### src/rtl/dip_tick_gen_pkg.sv
// Shared widths and default timing constants for the DIP front-end, the
// rotator and the board top.
package dip_tick_gen_pkg;

    localparam int unsigned DEB_W = 20;
    localparam int unsigned TC_W  = 24;

    // 20 ms @ 50 MHz
    localparam int unsigned DEB_COUNT_DEF = 1000000;
    // 2^22 and 2^24 CLK cycles per TICK
    localparam int unsigned FAST_DIV_DEF  = 4194304;
    localparam int unsigned SLOW_DIV_DEF  = 16777216;

    typedef logic [DEB_W-1:0] dc_t;
    typedef logic [TC_W-1:0]  tc_t;
    typedef logic [1:0]       dip_t;

    // Terminal tick count for a divider; a divider of 2^24 still has a
    // terminal value that fits the 24-bit counter.
    function automatic tc_t period_last(input int unsigned div);
        int unsigned last;
        last = div - 1;
        return tc_t'(last);
    endfunction

    // Terminal debounce count; DEB_COUNT of 2^20 still fits 20 bits.
    function automatic dc_t deb_last(input int unsigned cnt);
        int unsigned last;
        last = cnt - 1;
        return dc_t'(last);
    endfunction

endpackage

### src/rtl/dip_tick_gen_if.sv
// Switch/tick bundle between the board pins, the DIP front-end and the rotator.
interface dip_tick_gen_if;
    import dip_tick_gen_pkg::*;

    dip_t DIP_IN;   // raw asynchronous switches
    dip_t DIP_OUT;  // debounced switch state
    dip_t DIP_CHG;  // one-cycle change strobe per bit
    logic DIR;      // rotate direction (0: left, 1: right)
    logic TICK;     // one-cycle rate enable

    // Board / test side: drives the switches, observes the front-end.
    modport master (
        output DIP_IN,
        input  DIP_OUT,
        input  DIP_CHG,
        input  DIR,
        input  TICK
    );

    // Front-end side.
    modport slave (
        input  DIP_IN,
        output DIP_OUT,
        output DIP_CHG,
        output DIR,
        output TICK
    );

endinterface

### src/rtl/dip_tick_gen_debounce_bit.sv
// One DIP switch: 2-flop synchroniser followed by a restart-on-glitch
// debounce counter. A change is accepted only after DEB_COUNT consecutive
// synchronised samples that differ from the current debounced value.
module dip_tick_gen_debounce_bit
    import dip_tick_gen_pkg::*;
#(
    parameter int unsigned DEB_COUNT = DEB_COUNT_DEF
) (
    input  logic CLK,
    input  logic RESET,
    input  logic din_i,
    output logic dout_o,
    output logic chg_o,
    output logic accept_o
);

    localparam dc_t DC_LAST = deb_last(DEB_COUNT);

    logic s1_q;
    logic s2_q;
    logic dout_q;
    logic dout_d;
    logic chg_q;
    logic chg_d;
    dc_t  dc_q;
    dc_t  dc_d;

    // Bring the raw switch into the CLK domain.
    always_ff @(posedge CLK or negedge RESET) begin
        if (!RESET) begin
            s1_q <= 1'b0;
            s2_q <= 1'b0;
        end else begin
            s1_q <= din_i;
            s2_q <= s1_q;
        end
    end

    // Count consecutive disagreeing samples; any agreeing sample restarts.
    always_comb begin
        dout_d = dout_q;
        chg_d  = 1'b0;
        dc_d   = dc_q;
        if (s2_q == dout_q) begin
            dc_d = '0;
        end else if (dc_q == DC_LAST) begin
            dout_d = s2_q;
            chg_d  = 1'b1;
            dc_d   = '0;
        end else begin
            dc_d = dc_q + dc_t'(1);
        end
    end

    // Debounced state, change strobe and counter registers.
    always_ff @(posedge CLK or negedge RESET) begin
        if (!RESET) begin
            dout_q <= 1'b0;
            chg_q  <= 1'b0;
            dc_q   <= '0;
        end else begin
            dout_q <= dout_d;
            chg_q  <= chg_d;
            dc_q   <= dc_d;
        end
    end

    assign dout_o   = dout_q;
    assign chg_o    = chg_q;
    // Asserted in the cycle whose edge registers the change, so the tick
    // counter can restart on the same edge that DIP_CHG rises.
    assign accept_o = chg_d;

endmodule

### src/rtl/dip_tick_gen.sv
// DIP front-end for the LED rotator: debounces both switches and produces a
// single-cycle TICK every FAST_DIV or SLOW_DIV cycles, selected by the
// debounced DIP[0]. A rate change restarts the period so no short or double
// ticks can reach the rotator.
module dip_tick_gen
    import dip_tick_gen_pkg::*;
#(
    parameter int unsigned DEB_COUNT = DEB_COUNT_DEF,
    parameter int unsigned FAST_DIV  = FAST_DIV_DEF,
    parameter int unsigned SLOW_DIV  = SLOW_DIV_DEF
) (
    input  logic           CLK,
    input  logic           RESET,
    dip_tick_gen_if.slave  bus
);

    localparam tc_t FAST_LAST = period_last(FAST_DIV);
    localparam tc_t SLOW_LAST = period_last(SLOW_DIV);

    dip_t dip_out;
    dip_t dip_chg;
    dip_t accept;
    tc_t  tc_q;
    tc_t  tc_d;
    tc_t  tc_term;
    logic tick_q;
    logic tick_d;

    dip_tick_gen_debounce_bit #(
        .DEB_COUNT (DEB_COUNT)
    ) u_deb0 (
        .CLK      (CLK),
        .RESET    (RESET),
        .din_i    (bus.DIP_IN[0]),
        .dout_o   (dip_out[0]),
        .chg_o    (dip_chg[0]),
        .accept_o (accept[0])
    );

    dip_tick_gen_debounce_bit #(
        .DEB_COUNT (DEB_COUNT)
    ) u_deb1 (
        .CLK      (CLK),
        .RESET    (RESET),
        .din_i    (bus.DIP_IN[1]),
        .dout_o   (dip_out[1]),
        .chg_o    (dip_chg[1]),
        .accept_o (accept[1])
    );

    // Select the terminal count for the currently debounced rate.
    always_comb begin
        tc_term = dip_out[0] ? SLOW_LAST : FAST_LAST;
    end

    // Period counter: a rate change wins over the terminal count so the new
    // rate always starts with a full period.
    always_comb begin
        tc_d   = tc_q + tc_t'(1);
        tick_d = 1'b0;
        if (accept[0]) begin
            tc_d   = '0;
            tick_d = 1'b0;
        end else if (tc_q == tc_term) begin
            tc_d   = '0;
            tick_d = 1'b1;
        end
    end

    // Tick counter and registered tick output.
    always_ff @(posedge CLK or negedge RESET) begin
        if (!RESET) begin
            tc_q   <= '0;
            tick_q <= 1'b0;
        end else begin
            tc_q   <= tc_d;
            tick_q <= tick_d;
        end
    end

    assign bus.DIP_OUT = dip_out;
    assign bus.DIP_CHG = dip_chg;
    assign bus.DIR     = dip_out[1];
    assign bus.TICK    = tick_q;

endmodule

### src/flat_wrapper.sv
// flat-port wrapper written by rule: the top's interface ports become plain ports
module dip_tick_gen_flat import dip_tick_gen_pkg::*;
#(
    parameter int unsigned DEB_COUNT = DEB_COUNT_DEF,
    parameter int unsigned FAST_DIV  = FAST_DIV_DEF,
    parameter int unsigned SLOW_DIV  = SLOW_DIV_DEF
)
  (CLK, RESET, bus_DIP_IN, bus_DIP_OUT, bus_DIP_CHG, bus_DIR, bus_TICK);
  dip_tick_gen_if bus_i ();
  input  logic CLK;
  input  logic RESET;
  input wire logic [$bits(bus_i.DIP_IN)-1:0] bus_DIP_IN;
  output wire logic [$bits(bus_i.DIP_OUT)-1:0] bus_DIP_OUT;
  output wire logic [$bits(bus_i.DIP_CHG)-1:0] bus_DIP_CHG;
  output wire logic [$bits(bus_i.DIR)-1:0] bus_DIR;
  output wire logic [$bits(bus_i.TICK)-1:0] bus_TICK;
  assign bus_i.DIP_IN = bus_DIP_IN;
  assign bus_DIP_OUT = bus_i.DIP_OUT;
  assign bus_DIP_CHG = bus_i.DIP_CHG;
  assign bus_DIR = bus_i.DIR;
  assign bus_TICK = bus_i.TICK;
  dip_tick_gen #(.DEB_COUNT(DEB_COUNT), .FAST_DIV(FAST_DIV), .SLOW_DIV(SLOW_DIV)) u_core (.CLK(CLK), .RESET(RESET), .bus(bus_i));
endmodule
### config.mk
export PLATFORM = sky130hd
export DESIGN_NAME = dip_tick_gen_flat
export DESIGN_NICKNAME = d
export VERILOG_FILES = /design/src/rtl/dip_tick_gen_pkg.sv /design/src/rtl/dip_tick_gen_if.sv /design/src/rtl/dip_tick_gen_debounce_bit.sv /design/src/rtl/dip_tick_gen.sv /design/src/flat_wrapper.sv
export SDC_FILE = /design/constraint.sdc
export NUM_CORES = 1
export LEC_CHECK = 0
export ABC_AREA = 1
export BUFFER_PORTS_ARGS = -buffer_cell sky130_fd_sc_hd__buf_2
export CELL_PAD_IN_SITES_DETAIL_PLACEMENT = 0
export CELL_PAD_IN_SITES_GLOBAL_PLACEMENT = 1
export CORE_ASPECT_RATIO = 1.25
export CORE_MARGIN = 10
export CORE_UTILIZATION = 30
export CTS_CLUSTER_DIAMETER = 30
export CTS_CLUSTER_SIZE = 24
export DETAILED_ROUTE_END_ITERATION = 12
export HOLD_SLACK_MARGIN = 0.06
export PLACE_DENSITY = 0.62
export SETUP_SLACK_MARGIN = 0.2
export SYNTH_ARGS = -nofsm -noshare
export SYNTH_HDL_FRONTEND = slang
export SYNTH_HIERARCHICAL = 1
export SYNTH_SLANG_ARGS = --single-unit
### constraint.sdc
create_clock -name CLK -period 2 [get_ports CLK]
set_clock_uncertainty 0.05 [all_clocks]
set_input_delay 0.2 -clock CLK [delete_from_list [all_inputs] [get_ports CLK]]
set_output_delay 0.2 -clock CLK [all_outputs]
set_load 0.1 [all_outputs]
==> impl_results.md <==
- Final-report setup violation count: 0
- Setup TNS: 0 ns
- H-Tree Depth: 3
- Status: finished, final reports clean
- Worst-margin pin slew: 0.4977 ns
- Switching Fraction: 22.79%
- CTS Root Cell: clkbuf_16
- Crit path max fanout: 5
- Count leader, synth: nor2_1
- Post-synth top area share: 44.79%
- Critical path origin: u_core/u_deb0/dc_q[0]$_DFF_PN0_
- DIE WIDTH: 124.3 um
- Worst skew pair latency: 0.34 ns
- Mapped Nets: 529
- #FFs+latches synth: 73
- Top area cells in the synthesized netlist: dfrtp_1 (45%), nor2_1 (12%), nand2_1 (10%), nand3_1 (4.9%), inv_1 (4.3%)
- Post-detail-place hpwl: 6891 um
- Core area: 13290 sq um
- Largest net degree at the start of global routing: 43
- Clock buffer count from CTS: 9
- First DRT Iteration DRCs: 147
- Initial DRT Pass Iterations: 4
- Synth async-reset ratio: 100.0%
- Initial antenna violation count: 0
- Synth warnings: 6
- Sequential fraction of the synthesis area: 44.79%
- PortBufs: 9
- DIE AREA: 18690 sq um
- Count of cell types in the netlist: 27
- Vias per cell: 4.494
- Syn_area_per_cell: 7.814 sq um
- Int Pwr: 0.002487 W
- Worst slew margin: 67.05%
- Cell Pwr Density: 671.6 nW/um^2
- Starting Density: 30.69%
- Min-Delay Path Class: in -> async
- Final Max Slew Viols: 0
- Syn-to-layout area delta: 17.58%
- Logic gate share of total power: 3.0%
- Row count: 47
- Final Core Density: 36.09%
- Routed Antenna Nets: 0
- GPL Wtd Cong: 0.8290
- Cell taking the most area after synthesis: dfrtp_1
- Synth top cells by count: nor2_1 (127), nand2_1 (114), dfrtp_1 (73), inv_1 (47), nand3_1 (40)
- Chip Height: 150.4 um
- Synth Instances: 522
- Max-Cap Viols: 0
- Clk pwr share: 50.3%
- Total GRT Usage: 10.61%
- Multi-input logic area: 2078 sq um
- Period utilisation layout: 82.25%
- Grt ovf: 0
- Final wirelength: 9444 um
- Placed cells: 702
- FMAX: 607.9 MHz
- Fillers: 1460
- Synthesized cell area: 4079 sq um
- Top_reg_cell synth: dfrtp_1
- Via count: 3285
- Share of layout cells above drive strength 1: 16.61%
- Ant diodes: 0
- Io pins: 10
- Clock net sink count: 73
- Post-synth EDFFs: 0
- Crit end category: flop
- First-pass GRT wire length: 16280 um
- Req. time, crit path: 2.17 ns
- Post-Place Cell Area: 4350 sq um
- Register share of total power: 46.7%
- CTS tree: yes
- Clock Path Buffers: 2
- Final Hold Fails: 0
- Crit path kind: reg -> reg
- Register Area: 1831 sq um
- Final nets: 562
- Pleak: 2.070 nW
- Worst r2r src: u_core/u_deb0/dc_q[0]$_DFF_PN0_
- DRC violations left: 0
- Avg WL per Cell: 12.92 um
- NetSw: 0.0007341 W
- Maximum vdd drop: 0.0002781 V
- Final min period: 1.645 ns
- Post-Layout Inst Area: 4796 sq um
- RSZ-0062 raised after global routing: true
- Clock-pin slew of the registers on the worst-case setup and hold paths: 0.06 ns
- CP arrival: 1.82 ns
- CP Launch Type: flop
- Cell Count, Final, Fillers Out: 731
- Vias in the first global route: 3363
[cell type report]
| type | instances | area share [%] |
|---|---|---|
| clock buffers | 11 | 4.853 |
| multi-input cells | 397 | 43.33 |
| clock inverters | 5 | 1.200 |
| repair buffers | 27 | 4.305 |
| well taps | 171 | 4.461 |
| inverters | 47 | 3.679 |
| flip-flops and latches | 73 | 38.17 |
[worst paths after layout]
path	endpoint	slack, ns	cells after the start
max reg2reg	u_core/tc_q[6]$_DFF_PN0_	0.35	10
min in group CLK	u_core/u_deb0/s2_q$_DFF_PN0_	0.30	0
max in group asynchronous	u_core/u_deb0/dc_q[18]$_DFF_PN0_	1.01	3
max	u_core/tc_q[6]$_DFF_PN0_	0.35	10
min reg2reg	u_core/u_deb0/s2_q$_DFF_PN0_	0.30	0
min	u_core/u_deb0/dc_q[13]$_DFF_PN0_	0.30	2
[per-layer routing]
| metal | up-vias | track usage [%] | share of wire (%) |
|---|---|---|---|
| li1 | 1691 | - | - |
| met1 | 1563 | 12.61 | 48 |
| met2 | 23 | 18.14 | 49 |
| met3 | 8 | 2.673 | 2.2 |
| met4 | 0 | 3.909 | 1.2 |
| met5 | - | 0 | 0 |
[cells by family (layout without fill, tap and decap cells)]
family / Yosys count / after routing / share of synthesized area [%]
xor gates and xnor gates: 31 / 31 / 6.656
and+or+nand+nor: 341 / 341 / 38.87
buffers and inverters: 52 / 90 / 5.460
adders and majority gates: 3 / 3 / 0.9203
AOI/OAI and AO/OA: 22 / 22 / 3.313
DFF: 73 / 73 / 44.79
[registers in the layout, indices dropped and copies added, names as in the netlist]
name	cells
u_core/u_deb0/dc_q	20
u_core/u_deb1/s2_q	1
u_core/tc_q	24
u_core/u_deb0/dout_o	1
u_core/u_deb0/s2_q	1
u_core/u_deb0/s1_q	1
u_core/u_deb1/chg_o	1
u_core/u_deb0/chg_o	1
u_core/u_deb1/dc_q	20
u_core/bus.TICK	1
u_core/u_deb1/dout_o	1
u_core/u_deb1/s1_q	1
[power by group through the flow]
| stage | registers (W) | logic, W | clock network, W |
|---|---|---|---|
| floorplan | 0.00153 | 0.0000373 | 0 |
| finish | 0.00150 | 0.0000952 | 0.00162 |
| global route | 0.00150 | 0.000111 | 0.00173 |
| global placement | 0.00153 | 0.0000920 | 0 |
| detailed placement | 0.00153 | 0.0000937 | 0 |
| CTS | 0.00150 | 0.0000987 | 0.00167 |
[stage by stage]
step | hold slack, ns | setup slack [ns] | power, W
2_1_floorplan | -0.1456 | 0.2175 | 0.001565
3_3_place_gp | 0.1313 | 0.1964 | 0.001621
3_5_place_dp | 0.1407 | 0.1492 | 0.001623
4_1_cts | 0.3048 | 0.2150 | 0.003270
5_1_grt | 0.3143 | 0.1936 | 0.003345
6_report | 0.2958 | 0.3550 | 0.003221
[critical path: stages (launching register included)]
cell and delay (ns):
dfrtp_1 0.41, ha_4 0.18, nand3_4 0.12, nor2_4 0.14, nand3_4 0.09, nor2_4 0.11
inv_2 0.09, nand2_1 0.09, o21ai_1 0.07, o22ai_1 0.12, inv_1 0.06
[cells in the final DEF (no fill, tap or decap), drive strengths merged]
master,n
nand2,130
xnor2,16
o21ai,3
and2,2
nand3,45
dlygate4sd3,3
nor2,152
ha,3
xor2,15
a2bb2oi,1
clkbuf,11
inv,47
bufinv,1
nand4,5
dfrtp,73
clkinvlp,3
o22ai,1
a21oi,9
nand3b,5
clkinv,1
buf,24
nor3,2
o21bai,8
[repair_timing]
item                                    4_1_cts  5_1_grt
buffers inserted                              1        9
hold endpoints to repair                     33        0
hold buffers                                  3        0
resized for setup                             2       11
endpoints found under the setup margin        2       16
pin swaps                                     1        5
(Power assumes the default switching activity.)
